$ cat src/rtl/kws_mac_pipe.sv
// kws_mac_pipe
//   Pipelined multiply-accumulate unit for the KWS conv/FC layers. It sits between
//   the weight/feature fetch stream and the activation/requantise stage. Products of
//   in_a*in_b pass through NUM_STAGE registers and are then summed into a group
//   accumulator. A beat tagged in_last closes the group and emits the sum on out_data.
//
// Ports
//   ap_clk     clock, rising edge
//   ap_rst_n   asynchronous active-low reset
//   in_valid   input beat valid
//   in_ready   unit accepts a beat this cycle
//   in_a       operand A (feature), A_WIDTH bits
//   in_b       operand B (weight), B_WIDTH bits
//   in_last    beat closes the current dot-product group
//   out_valid  group result valid
//   out_ready  downstream accepts result
//   out_data   accumulated group result, ACC_WIDTH bits
//   out_ovf    group clamped (saturating build only, else 0)
//
// Build option
//   KWS_MAC_SATURATE_EN : accumulation saturates and out_ovf is reported;
//                         when undefined the accumulator wraps and out_ovf is 0.

module kws_mac_pipe #(
    parameter int A_WIDTH   = 12,
    parameter int B_WIDTH   = 10,
    parameter int ACC_WIDTH = 32,
    parameter int NUM_STAGE = 2,
    parameter int SIGNED_A  = 0,
    parameter int SIGNED_B  = 0
) (
    input  logic                 ap_clk,
    input  logic                 ap_rst_n,
    input  logic                 in_valid,
    output logic                 in_ready,
    input  logic [A_WIDTH-1:0]   in_a,
    input  logic [B_WIDTH-1:0]   in_b,
    input  logic                 in_last,
    output logic                 out_valid,
    input  logic                 out_ready,
    output logic [ACC_WIDTH-1:0] out_data,
    output logic                 out_ovf
);

    localparam int PROD_W    = A_WIDTH + B_WIDTH;
    localparam bit IS_SIGNED = (SIGNED_A != 0) || (SIGNED_B != 0);

    logic en;
    logic accept;

    // A single advance enable freezes the whole pipe while a result waits downstream.
    assign en       = !out_valid || out_ready;
    assign in_ready = en;
    assign accept   = in_valid && en;

    // Operands get one extra bit so an unsigned operand stays non-negative in a
    // signed multiply; the low PROD_W bits of the product are exact.
    logic signed [A_WIDTH:0]   a_ext;
    logic signed [B_WIDTH:0]   b_ext;
    logic signed [PROD_W-1:0]  prod;
    logic [ACC_WIDTH-1:0]      prod_ext;

    always_comb begin
        a_ext = (SIGNED_A != 0) ? $signed({in_a[A_WIDTH-1], in_a}) : $signed({1'b0, in_a});
        b_ext = (SIGNED_B != 0) ? $signed({in_b[B_WIDTH-1], in_b}) : $signed({1'b0, in_b});
        prod  = PROD_W'(a_ext) * PROD_W'(b_ext);
        if (IS_SIGNED) begin
            prod_ext = ACC_WIDTH'(prod);
        end else begin
            prod_ext = ACC_WIDTH'($unsigned(prod));
        end
    end

    // Product pipeline: stage 0 captures the accepted beat, later stages shift.
    logic [NUM_STAGE-1:0] stg_valid;
    logic [NUM_STAGE-1:0] stg_last;
    logic [ACC_WIDTH-1:0] stg_prod [NUM_STAGE];

    always_ff @(posedge ap_clk or negedge ap_rst_n) begin
        if (!ap_rst_n) begin
            stg_valid <= '0;
            stg_last  <= '0;
            for (int unsigned i = 0; i < NUM_STAGE; i++) begin
                stg_prod[i] <= '0;
            end
        end else if (en) begin
            stg_valid[0] <= accept;
            stg_last[0]  <= accept && in_last;
            stg_prod[0]  <= prod_ext;
            for (int unsigned i = 1; i < NUM_STAGE; i++) begin
                stg_valid[i] <= stg_valid[i-1];
                stg_last[i]  <= stg_last[i-1];
                stg_prod[i]  <= stg_prod[i-1];
            end
        end
    end

    logic                 tail_valid;
    logic                 tail_last;
    logic [ACC_WIDTH-1:0] tail_prod;
    logic [ACC_WIDTH-1:0] acc;
    logic [ACC_WIDTH-1:0] sum;

    assign tail_valid = stg_valid[NUM_STAGE-1];
    assign tail_last  = stg_last[NUM_STAGE-1];
    assign tail_prod  = stg_prod[NUM_STAGE-1];

`ifdef KWS_MAC_SATURATE_EN
    logic                 clamp;
    logic                 acc_ovf;
    logic [ACC_WIDTH:0]   wide;

    // One guard bit detects overflow; signed mode compares guard and sign bit.
    always_comb begin
        clamp = 1'b0;
        if (IS_SIGNED) begin
            wide = {acc[ACC_WIDTH-1], acc} + {tail_prod[ACC_WIDTH-1], tail_prod};
            if (wide[ACC_WIDTH] != wide[ACC_WIDTH-1]) begin
                clamp = 1'b1;
                sum   = wide[ACC_WIDTH] ? {1'b1, {(ACC_WIDTH-1){1'b0}}}
                                        : {1'b0, {(ACC_WIDTH-1){1'b1}}};
            end else begin
                sum = wide[ACC_WIDTH-1:0];
            end
        end else begin
            wide  = {1'b0, acc} + {1'b0, tail_prod};
            clamp = wide[ACC_WIDTH];
            sum   = clamp ? '1 : wide[ACC_WIDTH-1:0];
        end
    end

    always_ff @(posedge ap_clk or negedge ap_rst_n) begin
        if (!ap_rst_n) begin
            acc_ovf <= 1'b0;
            out_ovf <= 1'b0;
        end else if (en && tail_valid) begin
            if (tail_last) begin
                out_ovf <= acc_ovf || clamp;
                acc_ovf <= 1'b0;
            end else begin
                acc_ovf <= acc_ovf || clamp;
            end
        end
    end
`else
    always_comb begin
        sum = acc + tail_prod;
    end

    assign out_ovf = 1'b0;
`endif

    // A closing beat loads the result and restarts the accumulator at zero on the
    // same edge, so the next group's first product can follow with no bubble.
    always_ff @(posedge ap_clk or negedge ap_rst_n) begin
        if (!ap_rst_n) begin
            acc       <= '0;
            out_valid <= 1'b0;
            out_data  <= '0;
        end else if (en) begin
            out_valid <= 1'b0;
            if (tail_valid) begin
                if (tail_last) begin
                    out_data  <= sum;
                    out_valid <= 1'b1;
                    acc       <= '0;
                end else begin
                    acc <= sum;
                end
            end
        end
    end

endmodule
$ cat config.mk
export PLATFORM = sky130hd
export DESIGN_NAME = kws_mac_pipe
export DESIGN_NICKNAME = d
export VERILOG_FILES = /design/src/rtl/kws_mac_pipe.sv
export SDC_FILE = /design/constraint.sdc
export NUM_CORES = 1
export LEC_CHECK = 0
export CAP_MARGIN = 10
export CORE_ASPECT_RATIO = 0.9
export CORE_MARGIN = 4
export CORE_UTILIZATION = 60
export CTS_BUF_LIST = sky130_fd_sc_hd__clkbuf_4 sky130_fd_sc_hd__clkbuf_8 sky130_fd_sc_hd__clkbuf_16
export CTS_CLUSTER_DIAMETER = 200
export CTS_CLUSTER_SIZE = 28
export DETAILED_ROUTE_END_ITERATION = 8
export PLACE_DENSITY = 0.8
export SYNTH_ARGS = -nofsm -noshare
export SYNTH_HDL_FRONTEND = slang
export SYNTH_SLANG_ARGS = --single-unit
$ cat constraint.sdc
create_clock -name ap_clk -period 3.5 [get_ports ap_clk]
set_clock_uncertainty 0.05 [all_clocks]
set_input_delay 0.35 -clock ap_clk [delete_from_list [all_inputs] [get_ports ap_clk]]
set_output_delay 0.35 -clock ap_clk [all_outputs]
set_load 0.01 [all_outputs]
[After elaboration in Yosys (flattened, before gate mapping)]
Index checks and enable logic that the tools add are counted.
W data, S select, Z words.
Word-level totals
  bits in registers: 113
  bits of input ports: 27
  output and inout port bits: 35
  logic and storage cells: 18
Cells by class
  add/sub/neg operators: 1
  multiply operators: 1
  multiplexer cells: 3
  reductions and logical operators: 6
Operator list (count)
  $add A32 B22 Y32: 1
  $mux W32: 1
  $mul A12 B10 Y22: 1
  $reduce_and A3 Y1: 1
  $logic_and A1 B1 Y1: 2
  $mux W1: 2
  $reduce_and A2 Y1: 1
  $logic_not A1 Y1: 1
  $logic_or A1 B1 Y1: 1

[Logic depth before layout (Yosys ltp)]
  depth in word-level cells: 4
  gate-level depth with buffers: 22
  gate-level depth less buffers: 20

[Least setup slack after synthesis]
OpenSTA, ideal clock, no wires.
  kind: input port to flip-flop
  start point: in in_b[3]
  end point: reg stg_prod[52] (netlist bit)
  library setup time: 135 ps
  arrival: 4930 ps
  data required time: 3315 ps
  slack: -1615 ps
  cell stages on the path: 20
  path buffers: 2
  path through: clkbuf_1 -> nand2_1 -> fa_1 -> inv_1 -> fa_1 -> fa_1 -> fa_1 -> inv_1 -> fa_1 -> inv_1 -> ha_1 -> clkbuf_1 -> a21o_1 -> a21oi_1 -> nor2b_1 -> a31oi_1 -> o31ai_1 -> o21ai_0 -> xor2_1 -> o21ai_0
On the way
  cells in the longest elaborated chain, start to end: 1
RTL lines
  start: declaration: line 37  | input logic [B_WIDTH-1:0] in_b,
  $mul A12 B10 Y22: line 66  | prod = PROD_W'(a_ext) * PROD_W'(b_ext);
  end signal: indexed assignment: line 93  | stg_prod[i] <= stg_prod[i-1];
  end: declaration: line 77  | logic [ACC_WIDTH-1:0] stg_prod [NUM_STAGE];
No other way between the ends.
A chain may end at the register's enable or synchronous reset.

[Worst setup path after layout]
  start point: in in_a[5]
  end point: reg stg_prod[49] (netlist bit)
On the way
  cells in the longest elaborated chain, start to end: 1
RTL lines
  start: declaration: line 36  | input logic [A_WIDTH-1:0] in_a,
  $mul A12 B10 Y22: line 66
No other way between the ends.

==> results_tabular.tex <==
\begin{tabular}{lr}
\hline
Metric & Value \\
\hline
\multicolumn{2}{l}{\textbf{STA}} \\
\quad Final setup slack of the worst path & -0.975 ns \\
\quad Share of the clock period used by the worst path & 1.28 \\
\quad Fmax & 0.223 GHz \\
\quad Rel. slew slack & 0.412 \\
\quad Final hold violation count & 6 \\
\quad Fin Hold WS & -0.00744 ns \\
\quad Period minus WS final & 4.47 ns \\
\quad Final number of setup-violating endpoints & 16 \\
\quad Max-slew violations & 0 \\
\quad Setup repair after global routing missed its margin & yes \\
\quad Slew @ Worst Pin & 0.881 ns \\
\multicolumn{2}{l}{\textbf{Clock tree}} \\
\quad Inserted Clock Buffers & 17 \\
\quad CTS Root Buffer Type & clkbuf\_16 \\
\quad Clock H-tree levels & 4 \\
\quad Number of sinks handled by clock tree synthesis & 113 \\
\quad Deepest clock path buffer count & 2 \\
\quad CTS hold repair buffers & 0 \\
\quad Clock network latency to the later pin of the worst-skew pair & 0.41 ns \\
\quad TritonCTS clock tree & built \\
\quad Clock Pin Slew Worst Setup and Hold Paths & 0.05 ns \\
\multicolumn{2}{l}{\textbf{Synth}} \\
\quad Ranking of synthesized cells by area & dfrtp\_1, fa\_1, ha\_1, nand2\_1, and2\_1 \\
\quad Netlist Area Pre-Place & 9560 um2 \\
\quad Most frequently used cell type in the post-synthesis netlist & nand2\_1 \\
\quad Post-synthesis average cell area & 9.11 um2 \\
\quad Synth top area share & 0.296 \\
\quad Net count after synthesis & 1235 \\
\quad Yosys reg bits & 113 \\
\quad Instance count of the mapped netlist & 1050 \\
\quad Main flop type after synthesis & dfrtp\_1 \\
\quad Synth unique cells & 65 \\
\quad Warnings, synthesis & 0 \\
\quad Fraction of the yosys area taken by sequential cells & 0.296 \\
\quad Post-synthesis cell type with the largest combined area & dfrtp\_1 \\
\quad Count of flip-flops with a built-in enable after synthesis & 0 \\
\quad Leading cell types by count after synthesis & nand2\_1, dfrtp\_1, inv\_1 \\
\quad Share of flip-flops with an asynchronous set or reset after synthesis & 1.00 \\
\multicolumn{2}{l}{\textbf{Detailed routing}} \\
\quad Number of antenna-violating nets in the routed design & 0 \\
\quad Pre-antenna DRT Iters & 5 \\
\quad Detailed-route wire length on metal 1 & 9940 um \\
\quad Routed length on met2 & 11400 um \\
\quad Vias per std cell & 5.76 \\
\quad Number of DRC violations after detailed routing & 0 \\
\quad DRC violation total after the first TritonRoute iteration & 465 \\
\quad Highest routed metal layer & met4 \\
\quad DR WL met3 & 1090 um \\
\quad Final wirelength & 22900 um \\
\quad Vias after detailed routing & 8082 \\
\quad Routed wirelength normalized by instance count & 16.3 um \\
\multicolumn{2}{l}{\textbf{Setup path}} \\
\quad Required time at the endpoint of the critical path & 3.72 ns \\
\quad First element of the critical path & in\_a[5] \\
\quad Critical Path End Type & flip-flop \\
\quad Type of the setup path with the least slack & in2reg \\
\quad Flop2flop setup slack & 0.21 ns \\
\quad Maximum fanout along the worst path & 5 \\
\quad Crit Reg-Reg Startpoint & tail\_prod[0]\$\_DFFE\_PN0N\_ \\
\quad Category of the worst setup path launch point & input pin \\
\quad Data arrival time of the critical path & 4.69 ns \\
\multicolumn{2}{l}{\textbf{Outcome}} \\
\quad Result of the run & complete, but fails checks \\
\quad Violated checks & negative hold slack, negative setup slack \\
\multicolumn{2}{l}{\textbf{Placed design}} \\
\quad Count of buffers from port buffering & 60 \\
\quad Cells after DPL & 1355 \\
\quad HPWL reported at the end of detailed placement & 16200 um \\
\quad Post-place instance area & 11200 um2 \\
\quad Global placement routability congestion & 0.843 \\
\quad Worst slack, placed & -2.07 ns \\
\multicolumn{2}{l}{\textbf{Floorplanning}} \\
\quad Die area & 18000 um2 \\
\quad Top Ports & 62 \\
\quad Effective utilization at floorplan & 0.617 \\
\quad Die Wd & 141 um \\
\quad Floorplan row count & 43 \\
\quad Core outline area & 15500 um2 \\
\quad Y dimension of the die & 128 um \\
\multicolumn{2}{l}{\textbf{Global routing}} \\
\quad Maximum number of pins on one net before global-route repair & 67 \\
\quad Overall global routing resource usage & 0.271 \\
\quad Vias in the first global route & 8690 \\
\quad Number of antenna violations at the first check in global routing & 0 \\
\quad Wire length of the first global-routing pass & 40200 um \\
\quad Global route overflow & 0 \\
\multicolumn{2}{l}{\textbf{Layout}} \\
\quad Finished Cell Area & 12400 um2 \\
\quad Finished Layout Cells & 1403 \\
\quad Final net count & 1376 \\
\quad ANT cells & 0 \\
\quad Fraction of layout instances using a drive strength above 1 & 0.242 \\
\quad Area Growth Syn to Fin & 29.3\% \\
\multicolumn{2}{l}{\textbf{Power and ir drop}} \\
\quad Total power after layout & 12.4 mW \\
\quad Worst supply voltage drop on vdd & 0.671 mV \\
\quad Leakage power & 6.08 nW \\
\quad Power density over the cells & 1000 nW/um2 \\
\multicolumn{2}{l}{\textbf{Min path}} \\
\quad Min-delay worst type & in2async \\
\multicolumn{2}{l}{\textbf{Job}} \\
\quad Total of max-cap violations & 0 \\
\hline
\end{tabular}
[metrics by stage]
stage	setup TNS (ns)	utilization
final	-11.99	0.797
after global routing	-14.30	0.797
after CTS	-11.24	0.787
after detailed placement	-29.72	0.723
after global placement	-27.46	0.723
after floorplan	-13.58	-
[path summary, 6_finish.rpt]
check | to | cells past startpoint
min in group ap_clk | stg_prod[33]$_DFFE_PN0N_ | 2
max | stg_prod[49]$_DFFE_PN0N_ | 20
max in group asynchronous | acc[21]$_DFFE_PN0P_ | 2
max reg2reg | acc[22]$_DFFE_PN0P_ | 10
min reg2reg | stg_prod[33]$_DFFE_PN0N_ | 2
min | tail_prod[2]$_DFFE_PN0N_ | 1
[logic make-up after synthesis]
group	after synthesis	share of synthesized area
muxes	8	0.00942
adders and majority gates	158	0.269
other	1	0.000392
xor gates and xnor gates	37	0.0339
buffers and inverters	144	0.0573
DFF	113	0.296
AOI/OAI and AO/OA	193	0.143
and+or+nand+nor	396	0.192
[report_power, final]
part	switching, mW	internal [mW]	leakage, nW
Combinational	4.29	4.15	4.41
Sequential	0.351	1.88	1.39
Clock	0.566	1.13	0.294
Total	5.21	7.17	6.08
[cell usage in the layout, fill, tap and decap left out, drive strengths merged, types with 23 or more instances in the layout]
master,instances
clkbuf,23
buf,135
ha,79
nand2,221
nor2,35
a21oi,50
o21ai,31
clkdlybuf4s50,38
dfrtp,113
fa,79
inv,91
and2,74
[state kept, by name, indices dropped and copies added, names as in the netlist]
register / cells
acc: 32
out_data: 32
stg_prod: 22
tail_prod: 22
stg_last: 2
stg_valid: 2
out_valid: 1
[per-layer routing]
metal / GRT usage / vias to the layer above
li1: - / 3776
met1: 0.356 / 4012
met2: 0.463 / 242
met3: 0.0429 / 52
met4: 0.0877 / 0
met5: 0 / -
[timing repair]
item                                    CTS  global route
resized for setup                       185            32
setup buffers                            17             5
pin swaps                                71            35
endpoints found under the setup margin   17            17
[worst max-delay path, cell delays in order]
cell and delay [ns]:
buf_8 0.09, nand2_4 0.04, fa_1 0.57, inv_2 0.05
fa_1 0.50, inv_2 0.04, fa_1 0.52, inv_2 0.05
fa_1 0.50, inv_1 0.05, fa_1 0.50, inv_2 0.06
ha_4 0.30, nand3_4 0.08, a211oi_4 0.26, nor2_2 0.09
a21oi_4 0.24, a31oi_2 0.13, xor2_1 0.19, a21oi_1 0.09
[cell type report]
class / instances / area [um2]
Clock inverter: 6 / 80.1
Timing Repair Buffer: 175 / 1600
Inverter: 91 / 342
Sequential cell: 113 / 2830
Multi-Input combinational cell: 793 / 6750
Clock buffer: 23 / 502
Tap cell: 202 / 253
Fill cell: 926 / 3140
No activity file was read; power rests on OpenSTA's default activity.
